## src/rtl/ysyx_22040386_lsu_pkg.sv

```systemverilog
// Shared types and constants for the load/store unit: FSM states, funct3 access
// encodings and the per-size byte-strobe patterns.
package ysyx_22040386_lsu_pkg;

    typedef enum logic [1:0] {
        IDLE = 2'd0,
        REQ  = 2'd1,
        WAIT = 2'd2,
        DONE = 2'd3
    } lsu_state_e;

    localparam logic [2:0] MEMOP_B  = 3'b000;
    localparam logic [2:0] MEMOP_H  = 3'b001;
    localparam logic [2:0] MEMOP_W  = 3'b010;
    localparam logic [2:0] MEMOP_D  = 3'b011;
    localparam logic [2:0] MEMOP_BU = 3'b100;
    localparam logic [2:0] MEMOP_HU = 3'b101;
    localparam logic [2:0] MEMOP_WU = 3'b110;

    localparam logic [7:0] SZ_MASK_B = 8'h01;
    localparam logic [7:0] SZ_MASK_H = 8'h03;
    localparam logic [7:0] SZ_MASK_W = 8'h0F;
    localparam logic [7:0] SZ_MASK_D = 8'hFF;

    // Encoding 3'b111 has no defined size and is handled as a doubleword.
    function automatic logic [7:0] size_mask(input logic [2:0] op);
        case (op)
            MEMOP_B, MEMOP_BU: size_mask = SZ_MASK_B;
            MEMOP_H, MEMOP_HU: size_mask = SZ_MASK_H;
            MEMOP_W, MEMOP_WU: size_mask = SZ_MASK_W;
            default:           size_mask = SZ_MASK_D;
        endcase
    endfunction

endpackage

```

## src/rtl/ysyx_22040386_lsu_if.sv

```systemverilog
// Data-memory request/response bus between the LSU (master) and memory (slave).
// Handshakes: a request transfers on a cycle where dmem_req_valid && dmem_req_ready,
// and the master holds every request field stable until then; dmem_resp_valid is a
// single-cycle pulse with no ready, carrying load data or a store acknowledge.
interface ysyx_22040386_lsu_if;
    logic        dmem_req_valid;
    logic        dmem_req_ready;
    logic [63:0] dmem_req_addr;
    logic        dmem_req_wen;
    logic [63:0] dmem_req_wdata;
    logic [7:0]  dmem_req_wmask;
    logic        dmem_resp_valid;
    logic [63:0] dmem_resp_data;

    modport master (
        output dmem_req_valid, dmem_req_addr, dmem_req_wen, dmem_req_wdata, dmem_req_wmask,
        input  dmem_req_ready, dmem_resp_valid, dmem_resp_data
    );

    modport slave (
        input  dmem_req_valid, dmem_req_addr, dmem_req_wen, dmem_req_wdata, dmem_req_wmask,
        output dmem_req_ready, dmem_resp_valid, dmem_resp_data
    );
endinterface

```

## src/rtl/ysyx_22040386_lsu_align.sv

```systemverilog
// Combinational sub-word handling: store-data lane shift, byte strobe, load
// extraction with sign/zero extension, and natural-alignment check.
module ysyx_22040386_lsu_align
    import ysyx_22040386_lsu_pkg::*;
(
    input  logic [2:0]  i_memop,
    input  logic [2:0]  i_addr_lo,
    input  logic [63:0] i_wdata,
    input  logic [63:0] i_resp_data,
    output logic [63:0] o_wdata_sh,
    output logic [7:0]  o_wmask,
    output logic [63:0] o_load_ext,
    output logic        o_misalign
);
    logic [5:0]  w_bit_off;
    logic [63:0] w_sh;

    assign w_bit_off  = {i_addr_lo, 3'b000};
    assign w_sh       = i_resp_data >> w_bit_off;
    assign o_wdata_sh = i_wdata << w_bit_off;
    assign o_wmask    = size_mask(i_memop) << i_addr_lo;

    always_comb begin
        o_load_ext = w_sh;
        o_misalign = 1'b0;
        case (i_memop)
            MEMOP_B:  o_load_ext = {{56{w_sh[7]}}, w_sh[7:0]};
            MEMOP_BU: o_load_ext = {56'd0, w_sh[7:0]};
            MEMOP_H: begin
                o_load_ext = {{48{w_sh[15]}}, w_sh[15:0]};
                o_misalign = i_addr_lo[0];
            end
            MEMOP_HU: begin
                o_load_ext = {48'd0, w_sh[15:0]};
                o_misalign = i_addr_lo[0];
            end
            MEMOP_W: begin
                o_load_ext = {{32{w_sh[31]}}, w_sh[31:0]};
                o_misalign = |i_addr_lo[1:0];
            end
            MEMOP_WU: begin
                o_load_ext = {32'd0, w_sh[31:0]};
                o_misalign = |i_addr_lo[1:0];
            end
            default: begin
                o_load_ext = w_sh;
                o_misalign = |i_addr_lo;
            end
        endcase
    end
endmodule

```

## src/rtl/ysyx_22040386_lsu.sv

```systemverilog
// Load/store unit after execute: one memory transaction per instruction, with a
// bypass for non-memory results, an alignment trap and an optional response watchdog.
module ysyx_22040386_lsu
    import ysyx_22040386_lsu_pkg::*;
#(
    parameter int TIMEOUT = 0,
    parameter int CNT_W   = 16
) (
    input  logic                       clk,
    input  logic                       rst,
    input  logic                       in_valid,
    output logic                       in_ready,
    input  logic                       MemRead,
    input  logic                       MemWrite,
    input  logic [2:0]                 MemOp,
    input  logic [63:0]                addr,
    input  logic [63:0]                wdata,
    ysyx_22040386_lsu_if.master        dmem,
    output logic                       out_valid,
    input  logic                       out_ready,
    output logic [63:0]                rdata,
    output logic                       misalign,
    output logic                       err,
    output lsu_state_e                 o_state
);
    localparam logic [CNT_W-1:0] TO_LAST = CNT_W'(TIMEOUT - 1);

    lsu_state_e       r_state, w_state_nxt;
    logic             r_is_store, w_is_store_nxt;
    logic [2:0]       r_memop, w_memop_nxt;
    logic [63:0]      r_addr, w_addr_nxt;
    logic [63:0]      r_wdata, w_wdata_nxt;
    logic [63:0]      r_rdata, w_rdata_nxt;
    logic             r_misalign, w_misalign_nxt;
    logic             r_err, w_err_nxt;
    logic [CNT_W-1:0] r_cnt, w_cnt_nxt;

    logic             w_idle, w_in_req, w_store_req;
    logic [2:0]       w_op, w_lo;
    logic [63:0]      w_wdata_sh, w_load_ext;
    logic [7:0]       w_wmask;
    logic             w_misalign;

    assign w_idle      = (r_state == IDLE);
    assign w_in_req    = (r_state == REQ);
    assign w_store_req = w_in_req && r_is_store;

    // In IDLE the aligner checks the incoming instruction; afterwards it works on the latched copy.
    assign w_op = w_idle ? MemOp      : r_memop;
    assign w_lo = w_idle ? addr[2:0]  : r_addr[2:0];

    ysyx_22040386_lsu_align u_align (
        .i_memop     (w_op),
        .i_addr_lo   (w_lo),
        .i_wdata     (r_wdata),
        .i_resp_data (dmem.dmem_resp_data),
        .o_wdata_sh  (w_wdata_sh),
        .o_wmask     (w_wmask),
        .o_load_ext  (w_load_ext),
        .o_misalign  (w_misalign)
    );

    always_ff @(posedge clk) begin
        if (rst) begin
            r_state    <= IDLE;
            r_is_store <= 1'b0;
            r_memop    <= 3'd0;
            r_addr     <= 64'd0;
            r_wdata    <= 64'd0;
            r_rdata    <= 64'd0;
            r_misalign <= 1'b0;
            r_err      <= 1'b0;
            r_cnt      <= '0;
        end else begin
            r_state    <= w_state_nxt;
            r_is_store <= w_is_store_nxt;
            r_memop    <= w_memop_nxt;
            r_addr     <= w_addr_nxt;
            r_wdata    <= w_wdata_nxt;
            r_rdata    <= w_rdata_nxt;
            r_misalign <= w_misalign_nxt;
            r_err      <= w_err_nxt;
            r_cnt      <= w_cnt_nxt;
        end
    end

    always_comb begin
        w_state_nxt    = r_state;
        w_is_store_nxt = r_is_store;
        w_memop_nxt    = r_memop;
        w_addr_nxt     = r_addr;
        w_wdata_nxt    = r_wdata;
        w_rdata_nxt    = r_rdata;
        w_misalign_nxt = r_misalign;
        w_err_nxt      = r_err;
        w_cnt_nxt      = r_cnt;
        case (r_state)
            IDLE: begin
                if (in_valid) begin
                    w_is_store_nxt = MemWrite;
                    w_memop_nxt    = MemOp;
                    w_addr_nxt     = addr;
                    w_wdata_nxt    = wdata;
                    if (!MemRead && !MemWrite) begin
                        w_rdata_nxt = addr;
                        w_state_nxt = DONE;
                    end else if (w_misalign) begin
                        w_misalign_nxt = 1'b1;
                        w_rdata_nxt    = 64'd0;
                        w_state_nxt    = DONE;
                    end else begin
                        w_state_nxt = REQ;
                    end
                end
            end
            REQ: begin
                if (dmem.dmem_req_ready) begin
                    w_cnt_nxt   = '0;
                    w_state_nxt = WAIT;
                end
            end
            WAIT: begin
                // A response arriving on the timeout cycle takes priority over the abort.
                if (dmem.dmem_resp_valid) begin
                    w_rdata_nxt = r_is_store ? 64'd0 : w_load_ext;
                    w_state_nxt = DONE;
                end else if (TIMEOUT != 0 && r_cnt == TO_LAST) begin
                    w_err_nxt   = 1'b1;
                    w_rdata_nxt = 64'd0;
                    w_state_nxt = DONE;
                end else begin
                    w_cnt_nxt = r_cnt + 1'b1;
                end
            end
            DONE: begin
                if (out_ready) begin
                    w_rdata_nxt    = 64'd0;
                    w_misalign_nxt = 1'b0;
                    w_err_nxt      = 1'b0;
                    w_state_nxt    = IDLE;
                end
            end
            default: w_state_nxt = IDLE;
        endcase
    end

    assign in_ready            = w_idle;
    assign out_valid           = (r_state == DONE);
    assign rdata               = r_rdata;
    assign misalign            = r_misalign;
    assign err                 = r_err;
    assign o_state             = r_state;
    assign dmem.dmem_req_valid = w_in_req;
    assign dmem.dmem_req_addr  = w_in_req ? {r_addr[63:3], 3'b000} : 64'd0;
    assign dmem.dmem_req_wen   = w_store_req;
    assign dmem.dmem_req_wdata = w_store_req ? w_wdata_sh : 64'd0;
    assign dmem.dmem_req_wmask = w_store_req ? w_wmask : 8'd0;
endmodule

```

## src/flat_wrapper.sv

```systemverilog
// flat-port wrapper written by rule: the top's interface ports become plain ports
module ysyx_22040386_lsu_flat import ysyx_22040386_lsu_pkg::*;
#(
    parameter int TIMEOUT = 0,
    parameter int CNT_W   = 16
)
  (clk, rst, in_valid, in_ready, MemRead, MemWrite, MemOp, addr, wdata, out_valid, out_ready, rdata, misalign, err, o_state, dmem_dmem_req_valid, dmem_dmem_req_addr, dmem_dmem_req_wen, dmem_dmem_req_wdata, dmem_dmem_req_wmask, dmem_dmem_req_ready, dmem_dmem_resp_valid, dmem_dmem_resp_data);
  ysyx_22040386_lsu_if dmem_i ();
  input  logic clk;
  input  logic rst;
  input  logic in_valid;
  output logic in_ready;
  input  logic MemRead;
  input  logic MemWrite;
  input  logic [2:0] MemOp;
  input  logic [63:0] addr;
  input  logic [63:0] wdata;
  output logic out_valid;
  input  logic out_ready;
  output logic [63:0] rdata;
  output logic misalign;
  output logic err;
  output lsu_state_e o_state;
  output wire logic [$bits(dmem_i.dmem_req_valid)-1:0] dmem_dmem_req_valid;
  output wire logic [$bits(dmem_i.dmem_req_addr)-1:0] dmem_dmem_req_addr;
  output wire logic [$bits(dmem_i.dmem_req_wen)-1:0] dmem_dmem_req_wen;
  output wire logic [$bits(dmem_i.dmem_req_wdata)-1:0] dmem_dmem_req_wdata;
  output wire logic [$bits(dmem_i.dmem_req_wmask)-1:0] dmem_dmem_req_wmask;
  input wire logic [$bits(dmem_i.dmem_req_ready)-1:0] dmem_dmem_req_ready;
  input wire logic [$bits(dmem_i.dmem_resp_valid)-1:0] dmem_dmem_resp_valid;
  input wire logic [$bits(dmem_i.dmem_resp_data)-1:0] dmem_dmem_resp_data;
  assign dmem_dmem_req_valid = dmem_i.dmem_req_valid;
  assign dmem_dmem_req_addr = dmem_i.dmem_req_addr;
  assign dmem_dmem_req_wen = dmem_i.dmem_req_wen;
  assign dmem_dmem_req_wdata = dmem_i.dmem_req_wdata;
  assign dmem_dmem_req_wmask = dmem_i.dmem_req_wmask;
  assign dmem_i.dmem_req_ready = dmem_dmem_req_ready;
  assign dmem_i.dmem_resp_valid = dmem_dmem_resp_valid;
  assign dmem_i.dmem_resp_data = dmem_dmem_resp_data;
  ysyx_22040386_lsu #(.TIMEOUT(TIMEOUT), .CNT_W(CNT_W)) u_core (.clk(clk), .rst(rst), .in_valid(in_valid), .in_ready(in_ready), .MemRead(MemRead), .MemWrite(MemWrite), .MemOp(MemOp), .addr(addr), .wdata(wdata), .dmem(dmem_i), .out_valid(out_valid), .out_ready(out_ready), .rdata(rdata), .misalign(misalign), .err(err), .o_state(o_state));
endmodule
```

## config.mk

```make
export PLATFORM = sky130hd
export DESIGN_NAME = ysyx_22040386_lsu_flat
export DESIGN_NICKNAME = d
export VERILOG_FILES = /design/src/rtl/ysyx_22040386_lsu_pkg.sv /design/src/rtl/ysyx_22040386_lsu_if.sv /design/src/rtl/ysyx_22040386_lsu_align.sv /design/src/rtl/ysyx_22040386_lsu.sv /design/src/flat_wrapper.sv
export SDC_FILE = /design/constraint.sdc
export NUM_CORES = 1
export LEC_CHECK = 0
export CORE_MARGIN = 10
export CORE_UTILIZATION = 47
export DETAILED_ROUTE_END_ITERATION = 7
export HOLD_SLACK_MARGIN = 0.03
export PLACE_DENSITY = 0.89
export SLEW_MARGIN = 25
export SYNTH_ARGS = -nofsm -noshare
export SYNTH_HDL_FRONTEND = slang
export SYNTH_SLANG_ARGS = --single-unit
```

## constraint.sdc

```tcl
create_clock -name clk -period 4.1 [get_ports clk]
set_input_delay 0.82 -clock clk [delete_from_list [all_inputs] [get_ports clk]]
set_output_delay 0.82 -clock clk [all_outputs]
set_load 0.1 [all_outputs]
```

==> metrics <==
Comb pwr share 64.6%; First-pass DRT Iterations 8; 1st-iter DRT viols 1,929; Initial Util 47.7%; Syn Inst Count 1,693; area delta synth->final 50.6%; setup TNS 0 ps; Final min period 3940 ps; clk slew on worst S/H paths 80 ps; chip height 182 µm; outcome finished, violations left; power per cell area between 600 and 700 nW/µm²; share of cells above drive strength 1 17.7%; Worst Skew 14.3 ps; antenna-violating nets left 0; Max clock buf depth 2; vias in the first global route 14,700; synthesized cell area 12,400 µm²; worst hold start u_core.r_addr[50]$_SDFFE_PP0P_; RSZ-0062 raised after global routing false; most frequent cells in the layout nand2_1 (461), clkdlybuf4s50_1 (267), a21oi_1 (215); crit path DAT 3120 ps; Total Routed Length 60.7 mm; R2R Setup Slk 580 ps; Nets 2,241; switch share 54.9%; GPL Wtd Cong 1.01; syn_area_per_cell between 7 and 8 µm²; worst path cell trace inv_1 > ha_4 > mux2i_4 > buf_12 > mux2i_1 > nor2_1 > a21oi_2 > a211oi_4 > buf_12; Core ar. 26,000 µm²; sequential-to-total area share from yosys stat 32.2%; top cells by area, synth dfxtp_1 (32%), nand2_1 (14%), a21oi_1 (9.1%), mux2i_1 (5.7%), and2_1 (4.3%); main flop type after synthesis dfxtp_1; Netlist cell types 61; Synth Register Bits 199; total gr overflow 0; DP Area 18,000 µm²; Root Buffer Master clkbuf_16; most common cell after layout, fill and taps aside nand2_1; Slew headroom 28.1%; startpoint types flop; CTS Sinks roughly 200; sequential power share 21.3%; peak supply drop 0.380 mV; max cap viols 0; Req. time, crit path 3280 ps; fin crit share 96.0%; row count approximately 60; CP endpoint kind primary output; Reg2Reg Depth 11; vias 14,700; Hold Fails Final Rpt 0; first-pass GRT wire length 90.5 mm; Clock power frac 14.1%; most used cell, CP buf_12; Net Sw Power 6.79 mW; Crit Path Max Fanout 42; crit path max-delay cell type a21oi_2; WS Path Type reg -> out; TritonCTS Buffers 17; ys async rst share 0%; LEAKAGE a little under 7 nW; cell area after layout 18,700 µm²; hold path endpoint u_core.r_addr[50]$_SDFFE_PP0P_; clock latency on the worst-skew pair 460 ps; Synthesis Warnings 0; CP peak stage delay 410 ps; Post-route DRC 1; WHS Path Cells 2; Post-synth EDFFs 0; largest net degree at the start of global routing 107; worst r2r dst u_core.rdata[2]$_SDFFE_PP0P_; Port-buffer cells 406; H-tree depth 4; die area 33,200 µm²; PnR worst setup slack 163 ps; initial antenna violation count 9; TritonCTS clock tree yes; worst min path class reg -> reg; Routed wire per std cell 25.4 µm; GR Util All Layers 34.7%; area leader, netlist dfxtp_1; failing checks DRC; pre-CTS setup slack 106 ps; Yosys top cell area share 32.2%; hpwl dp 45.5 mm; Setup Viol. Count Final 0; Via-to-Cell Ratio 6.17; P_int about 5.6 mW; DIE WIDTH 182 µm; I/O pins 411; max-slew violations 0; worst slew pin tran 1080 ps; R2R Path Start u_core.o_state[1]$_SDFFE_PP0P_; maximum operating frequency 0.254 GHz
-- logic make-up (layout without fill, tap and decap cells) --
logic type	Yosys count	in the layout	share of synthesized area (%)
flip-flops	199	199	32.2
buffers and inverters	160	511	5.64
AND/OR/NAND/NOR	772	772	26.9
other	1	12	0.0303
adder cells (fa/ha/maj)	4	4	0.404
multiplexers	100	100	10.6
AO/OA/AOI/OAI	457	457	24.2
-- critical path: cells and delay by family, from the launching register on --
kind / cells / cell delay, ps
adders and majority gates: 1 / 390
and+or+nand+nor: 1 / 70
buffers and inverters: 3 / 640
AOI/OAI and AO/OA: 2 / 550
muxes: 2 / 650
DFF: 1 / 370
-- metal layers --
| layer | up-vias | routed length (µm) | share of wire (%) | GRT usage, % |
|---|---|---|---|---|
| met3 | 232 | 7280 | 12 | 12.3 |
| met2 | 1061 | 27900 | 46 | 56.2 |
| li1 | 6570 | - | - | - |
| met1 | 6882 | 21600 | 36 | 38.8 |
| met5 | - | 11 | 0.018 | 0 |
| met4 | 2 | 3790 | 6.2 | 20.2 |
-- cell usage after synthesis (all sizes together), types with 2 or more instances --
| cell | number |
|---|---|
| a21o | 17 |
| dfxtp | 199 |
| o221ai | 8 |
| a32oi | 9 |
| o21a | 11 |
| a2111oi | 16 |
| inv | 10 |
| nand3 | 71 |
| nand2 | 464 |
| a221oi | 8 |
| a22oi | 3 |
| o211ai | 17 |
| a211oi | 20 |
| nor3b | 10 |
| buf | 48 |
| o2bb2ai | 7 |
| clkbuf | 102 |
| nor3 | 21 |
| mux4 | 23 |
| mux2i | 72 |
| o21ai | 68 |
| o22ai | 10 |
| nand2b | 4 |
| nor4 | 2 |
| ha | 4 |
| a222oi | 2 |
| a311oi | 8 |
| nor2 | 108 |
| mux2 | 5 |
| a21oi | 224 |
| a31oi | 11 |
| a221o | 9 |
| and2 | 86 |
-- worst max path at each step --
stage,startpoint,end,slack (ps),cells past startpoint
2_1_floorplan,u_core.o_state[1]$_SDFFE_PP0P_,dmem_dmem_req_wmask[5],-90,9
3_3_place_gp,addr[0],dmem_dmem_req_wdata[55],110,8
3_5_place_dp,addr[0],dmem_dmem_req_wdata[55],110,8
4_1_cts,u_core.o_state[1]$_SDFFE_PP0P_,dmem_dmem_req_wdata[50],60,9
5_1_grt,u_core.o_state[1]$_SDFFE_PP0P_,dmem_dmem_req_wdata[54],9,9
6_report,u_core.o_state[1]$_SDFFE_PP0P_,dmem_dmem_req_wdata[55],160,9
-- metrics by stage --
stage,cells,power [mW],util (%),hold slack (ps)
after global routing,2389,12.9,71.8,475
after CTS,2381,12.2,71.7,454
after global placement,2349,10.3,69.4,437
after floorplan,1696,8.18,-,432
after detailed placement,2349,10.5,69.4,442
final,2390,12.4,71.8,453
-- area by class of cell --
cell class                      count  area [µm²]
Multi-Input combinational cell   1337        8350
Fill cell                        2028        7330
Timing Repair Buffer              469        5230
Sequential cell                   199        3990
Clock buffer                       18         439
Tap cell                          335         419
Clock inverter                     14         153
Inverter                           10        41.3
Antenna cell                        8        20.0
-- power by group through the flow --
stage	sequential, mW	combinational [mW]	clock [mW]
detailed placement	2.67	7.79	0
finish	2.64	7.99	1.74
floorplan	3.66	4.52	0
global placement	2.65	7.67	0
global route	2.67	8.37	1.81
CTS	2.63	7.83	1.74
-- timing repair --
action	4_1_cts	5_1_grt
pin swaps	0	1
hold buffers	0	0
resized for setup	1	0
buffers inserted	0	1
endpoints found under the setup margin	2	22
-- state kept, by name, summed over array words and instances (netlist names) --
name               count
u_core.r_addr         64
u_core.r_memop         3
u_core.r_wdata        64
u_core.r_is_store      1
u_core.o_state         2
u_core.misalign        1
u_core.rdata          64
Power figures use the tool's default switching activity.
==> patch 1, RTL diff (same flow settings) <==
`TIMEOUT` is set to 0 in 2 places; all go to 1.
--- a/src/rtl/ysyx_22040386_lsu.sv
+++ b/src/rtl/ysyx_22040386_lsu.sv
@@ -3,7 +3,7 @@
 module ysyx_22040386_lsu
     import ysyx_22040386_lsu_pkg::*;
 #(
-    parameter int TIMEOUT = 0,
+    parameter int TIMEOUT = 1,
     parameter int CNT_W   = 16
 ) (
     input  logic                       clk,
--- a/src/flat_wrapper.sv
+++ b/src/flat_wrapper.sv
@@ -1,7 +1,7 @@
 // flat-port wrapper written by rule: the top's interface ports become plain ports
 module ysyx_22040386_lsu_flat import ysyx_22040386_lsu_pkg::*;
 #(
-    parameter int TIMEOUT = 0,
+    parameter int TIMEOUT = 1,
     parameter int CNT_W   = 16
 )
   (clk, rst, in_valid, in_ready, MemRead, MemWrite, MemOp, addr, wdata, out_valid, out_ready, rdata, misalign, err, o_state, dmem_dmem_req_valid, dmem_dmem_req_addr, dmem_dmem_req_wen, dmem_dmem_req_wdata, dmem_dmem_req_wmask, dmem_dmem_req_ready, dmem_dmem_resp_valid, dmem_dmem_resp_data);
Formal check against the unedited RTL: not equivalent (a bounded check fails within 4 cycles, from zero or initial values and one cycle with rst high).
==> patch 1 against the original RTL <==
- count of clock-buffer cells in the layout rose by 15
- synthesized cell count rose by 2.8%
- via count rose by 4.2%
- design area rose by 5.9%
- first-iteration DRC count shrank 0.52%
- power up 4.8%
- worst setup slack better by 8.7 ps
- worst hold slack lost 3.2 ps
- non-clock buffer count rose by 11
- wire length rose by 2.8%
- critical path depth is 1 higher
- sequential cell count rose by 17
- area after synthesis up 6.5%
- clock power increased by 35%
==> patch 1: results (changes against the original RTL) <==
- The quantity of I/O buffers inserted on ports is 407 (+0.25%).
- The first-pass iteration count of the detailed router is 7 (-1).
- The slowest stage of the critical path belongs to the cell sky130_fd_sc_hd__ha_4.
- The share of final-layout standard cells stronger than drive strength 1 came to 0.1946 (+0.01730).
- The clock-pin slew on the worst setup and hold paths is 60 ps (-20 ps).
- The highest ir drop seen on vdd came to 0.3853 mV (+1.4%).
- The total met3 wirelength after detailed routing is 7560 um (+3.8%).
- The routed via count divided by cell count is 6.141 (-0.47%).
- The per-cell routed wire length came to 24.92 um (-1.8%).
- The count of cells resized by post-cts repair came to 0 (-1).
- The share of final layout cell area taken by non-clock buffers was 0.2692 (-0.01137).
- In the post-synthesis netlist, the biggest area contributors are sky130_fd_sc_hd__dfxtp_1 33%, sky130_fd_sc_hd__nand2_1 13%, sky130_fd_sc_hd__a21oi_1 7.4%.
- The mux cell area share after synthesis came to 0.1458 (+0.03965).
- The worst hold path begins at u_core.r_addr[40].
- The data arrival at the endpoint of the critical path is 3110 ps (about the same).
- The count of routing violations after the opening detailed-route iteration is 1919 (-0.52%).
- The power in the clock group is 2.35 mW (+35%).
- The routed length on met2 is 28790 um (+3.0%).
- The worst setup skew after layout is 20.69 ps (+6.422 ps).
- By count the netlist is led by 469 x sky130_fd_sc_hd__nand2_1, 216 x sky130_fd_sc_hd__dfxtp_1, 195 x sky130_fd_sc_hd__a21oi_1.
- The largest fanout of any net on the critical path is 29 (-31%).
- The distinct cell type count of the synthesized netlist is 60 (-1.6%).
- The internal reg-to-reg setup slack came to 470 ps (-110 ps).
- The post-place instance area is 0.01886 mm2 (+4.6%).
- The global-route track usage on met3 is 0.1069 (-0.01598).
- The power dissipated in combinational cells is 7.76 mW (-2.9%).
- The minimum setup slack after placement is 114.8 ps (+8.927 ps).
- The post-layout net count is 2314 (+3.3%).
- The final-layout clock buffer total is 33 (+15).
- The internal power is 6.318 mW (+13%).
- The area fraction in compound gates after synthesis is 0.1963 (-0.04618).
- The number of post-CTS setup repair buffers is 3 (+3).
- The source-to-sink clock delay at the later pin of the worst-skew pair was 540 ps (+80 ps).
- The total routed wire length on the met1 layer came to 22240 um (+2.7%).
- The global-route wire length before repair is 93490 um (+3.3%).
- The run finished with clean final reports.
- The post-DP HPWL was 46900 um (+3.0%).
- The area growth from synthesis to final layout is 49.70%.
- The routing usage on met2 came to 0.5544 (-0.007910).
- The number of buffers other than clock buffers in the final layout is 480 (+2.3%).
## patch 1: cell count changes in the layout (fill, tap and decap cells not counted), sizes merged, moves of 25 or more
cell and change:
nor2 +44, a2111oi +30, o21ai -29, a21oi -28, mux2i +27, nand3 -25
## patch 1: worst reg2reg max path, stage by stage (launching register included)
cell                        delay [ps]
sky130_fd_sc_hd__dfxtp_4           370
sky130_fd_sc_hd__inv_2              80
sky130_fd_sc_hd__ha_4              400
sky130_fd_sc_hd__mux2i_4           330
sky130_fd_sc_hd__buf_12            160
sky130_fd_sc_hd__buf_4             150
sky130_fd_sc_hd__buf_4             150
sky130_fd_sc_hd__buf_12            280
sky130_fd_sc_hd__mux4_2            590
sky130_fd_sc_hd__nor2_1            110
sky130_fd_sc_hd__a211oi_1           90
sky130_fd_sc_hd__a2111oi_0         660
sky130_fd_sc_hd__nor3_1            110
==> patch 2, RTL diff (same settings) <==
Made on the original files. Register the output `err` once more; this adds one clock of latency there. The other outputs are not delayed to match.
--- a/src/rtl/ysyx_22040386_lsu.sv
+++ b/src/rtl/ysyx_22040386_lsu.sv
@@ -148,7 +148,9 @@
     assign out_valid           = (r_state == DONE);
     assign rdata               = r_rdata;
     assign misalign            = r_misalign;
-    assign err                 = r_err;
+    always_ff @(posedge clk) begin
+        err <= r_err;
+    end
     assign o_state             = r_state;
     assign dmem.dmem_req_valid = w_in_req;
     assign dmem.dmem_req_addr  = w_in_req ? {r_addr[63:3], 3'b000} : 64'd0;
Behaviour: no difference found for any inputs over 4 cycles, from zero or initial values and one cycle with rst high; that may be too few to reach the edited logic, so the function may still have changed.
==> patch 2 against the original RTL <==
- worst setup slack worse by 89 ps
- sequential cell count unchanged
- synthesized cell count rose by 0.24%
- area after synthesis down 1.2%
- critical path depth decreased by 1
- power up 8.8%
- fmax decreased by 2.2%
- wire length decreased by 4.0%
- design area fell by 2.1%
- critical path type is now in -> out
- largest cell class unchanged
==> patch 2: results (changes against the original RTL) <==
- The count of routing violations after the opening detailed-route iteration is 2041 (+5.8%).
- The count of cells resized by post-cts repair is 0 (-1).
- The routing usage on met2 is 0.5595 (-0.002788).
- The critical hold path startpoint is u_core.r_addr[54].
- The share of final-layout standard cells stronger than drive strength 1 is 0.1686 (-0.008694).
- The worst register-to-register path begins at u_core.o_state[0].
- The highest ir drop seen on vdd is 0.4473 mV (+18%).
- The distinct cell type count of the synthesized netlist is 68 (+11%).
- The total met3 wirelength after detailed routing is 7008 um (-3.8%).
- The worst stage delay on the critical path is 600 ps (+190 ps).
- The initial antenna violation count is 4 (-5).
- The total routed wire length on the met1 layer was 20290 um (-6.3%).
- The global-route track usage on met3 was 0.1111 (-0.01176).
- The leakage component of the power is 6.887 nW (-0.20%).
- The mux cell area share after synthesis is 0.1032 (-0.002982).
- The number of vias after detailed routing is 14590 (-1.1%).
- The largest individual stage delay along the critical path comes from the cell sky130_fd_sc_hd__clkdlybuf4s50_1.
- The DRC violation count after routing is 0 (-1).
- The largest fanout of any net on the critical path is 57 (+36%).
- The run finished with clean final reports.
- The global-route wire length before repair is 86040 um (-4.9%).
- The number of cells traversed by the worst register-to-register path was 8 (-3).
- The routed length on met2 is 27690 um (-0.90%).
- The met1 track demand over resource came to 0.3717 (-0.01608).
- The mean instance size in the synthesized netlist is 7.209 um2 (-1.5%).
- The beginning of the critical path is addr[0].
- The worst hold margin is 452.0 ps (-0.7520 ps).
- The number of placed cells counting well taps is 2325 (-1.0%).
- The sequential cell area fraction in the yosys report is 0.3256 (+0.003980).
- The area fraction in compound gates after synthesis came to 0.2239 (-0.01858).
- The data arrival at the endpoint of the critical path is 3210 ps (+90 ps).
- The terminating pin of the worst hold path is u_core.r_addr[54].
- The area share of fa/ha/maj cells after synthesis came to 0.004091 (+0.00005000).
- The via count of the first global-routing pass is 13940 (-4.9%).
- The routability congestion estimate is 1.022 (+1.7%).
- The pin count of the biggest net entering global routing was 143 (+34%).
- The relative slew slack is 0.2640 (-0.01670).
- By area the synthesized netlist is led by sky130_fd_sc_hd__dfxtp_1 33%, sky130_fd_sc_hd__nand2_1 14%, sky130_fd_sc_hd__a21oi_1 10%.
- The per-cell routed wire length is 24.70 um (-2.7%).
- The post-DP HPWL is 43650 um (-4.2%).
- The total track usage was 0.3338 (-0.01325).
- Ranked by instance count, the synthesized netlist is headed by 456 x sky130_fd_sc_hd__nand2_1, 251 x sky130_fd_sc_hd__a21oi_1, 199 x sky130_fd_sc_hd__dfxtp_1.
- The top achievable clock speed is 248.4 MHz (-2.2%).
- The internal reg-to-reg setup slack was 790 ps (+210 ps).
- The final standard cell count with taps included and fillers excluded was 2359 (-1.3%).
## patch 2: cell types whose count changed after synthesis, moves of 16 or more
cell	unedited run	this run
sky130_fd_sc_hd__o21ai_0	61	16
sky130_fd_sc_hd__nor2_1	107	147
sky130_fd_sc_hd__a21oi_1	224	251
sky130_fd_sc_hd__a311o_1	0	22
sky130_fd_sc_hd__a31oi_1	11	31
sky130_fd_sc_hd__nand3_1	71	55
## patch 2: cell type report
| cell class | instances | area (um2) |
|---|---|---|
| clock inverter | 15 | 178.9 |
| timing repair buffer | 447 | 5054 |
| multi-input combinational | 1345 | 8162 |
| tap | 330 | 412.9 |
| antenna | 1 | 2.502 |
| fill | 1932 | 7146 |
| clock buffer | 17 | 425.4 |
| sequential | 199 | 3991 |
| inverter | 5 | 27.53 |
## patch 2: where the power goes
group          internal, mW  switching [mW]
logic                  2.60            6.34
clock network         0.830           0.926
registers              2.41           0.344
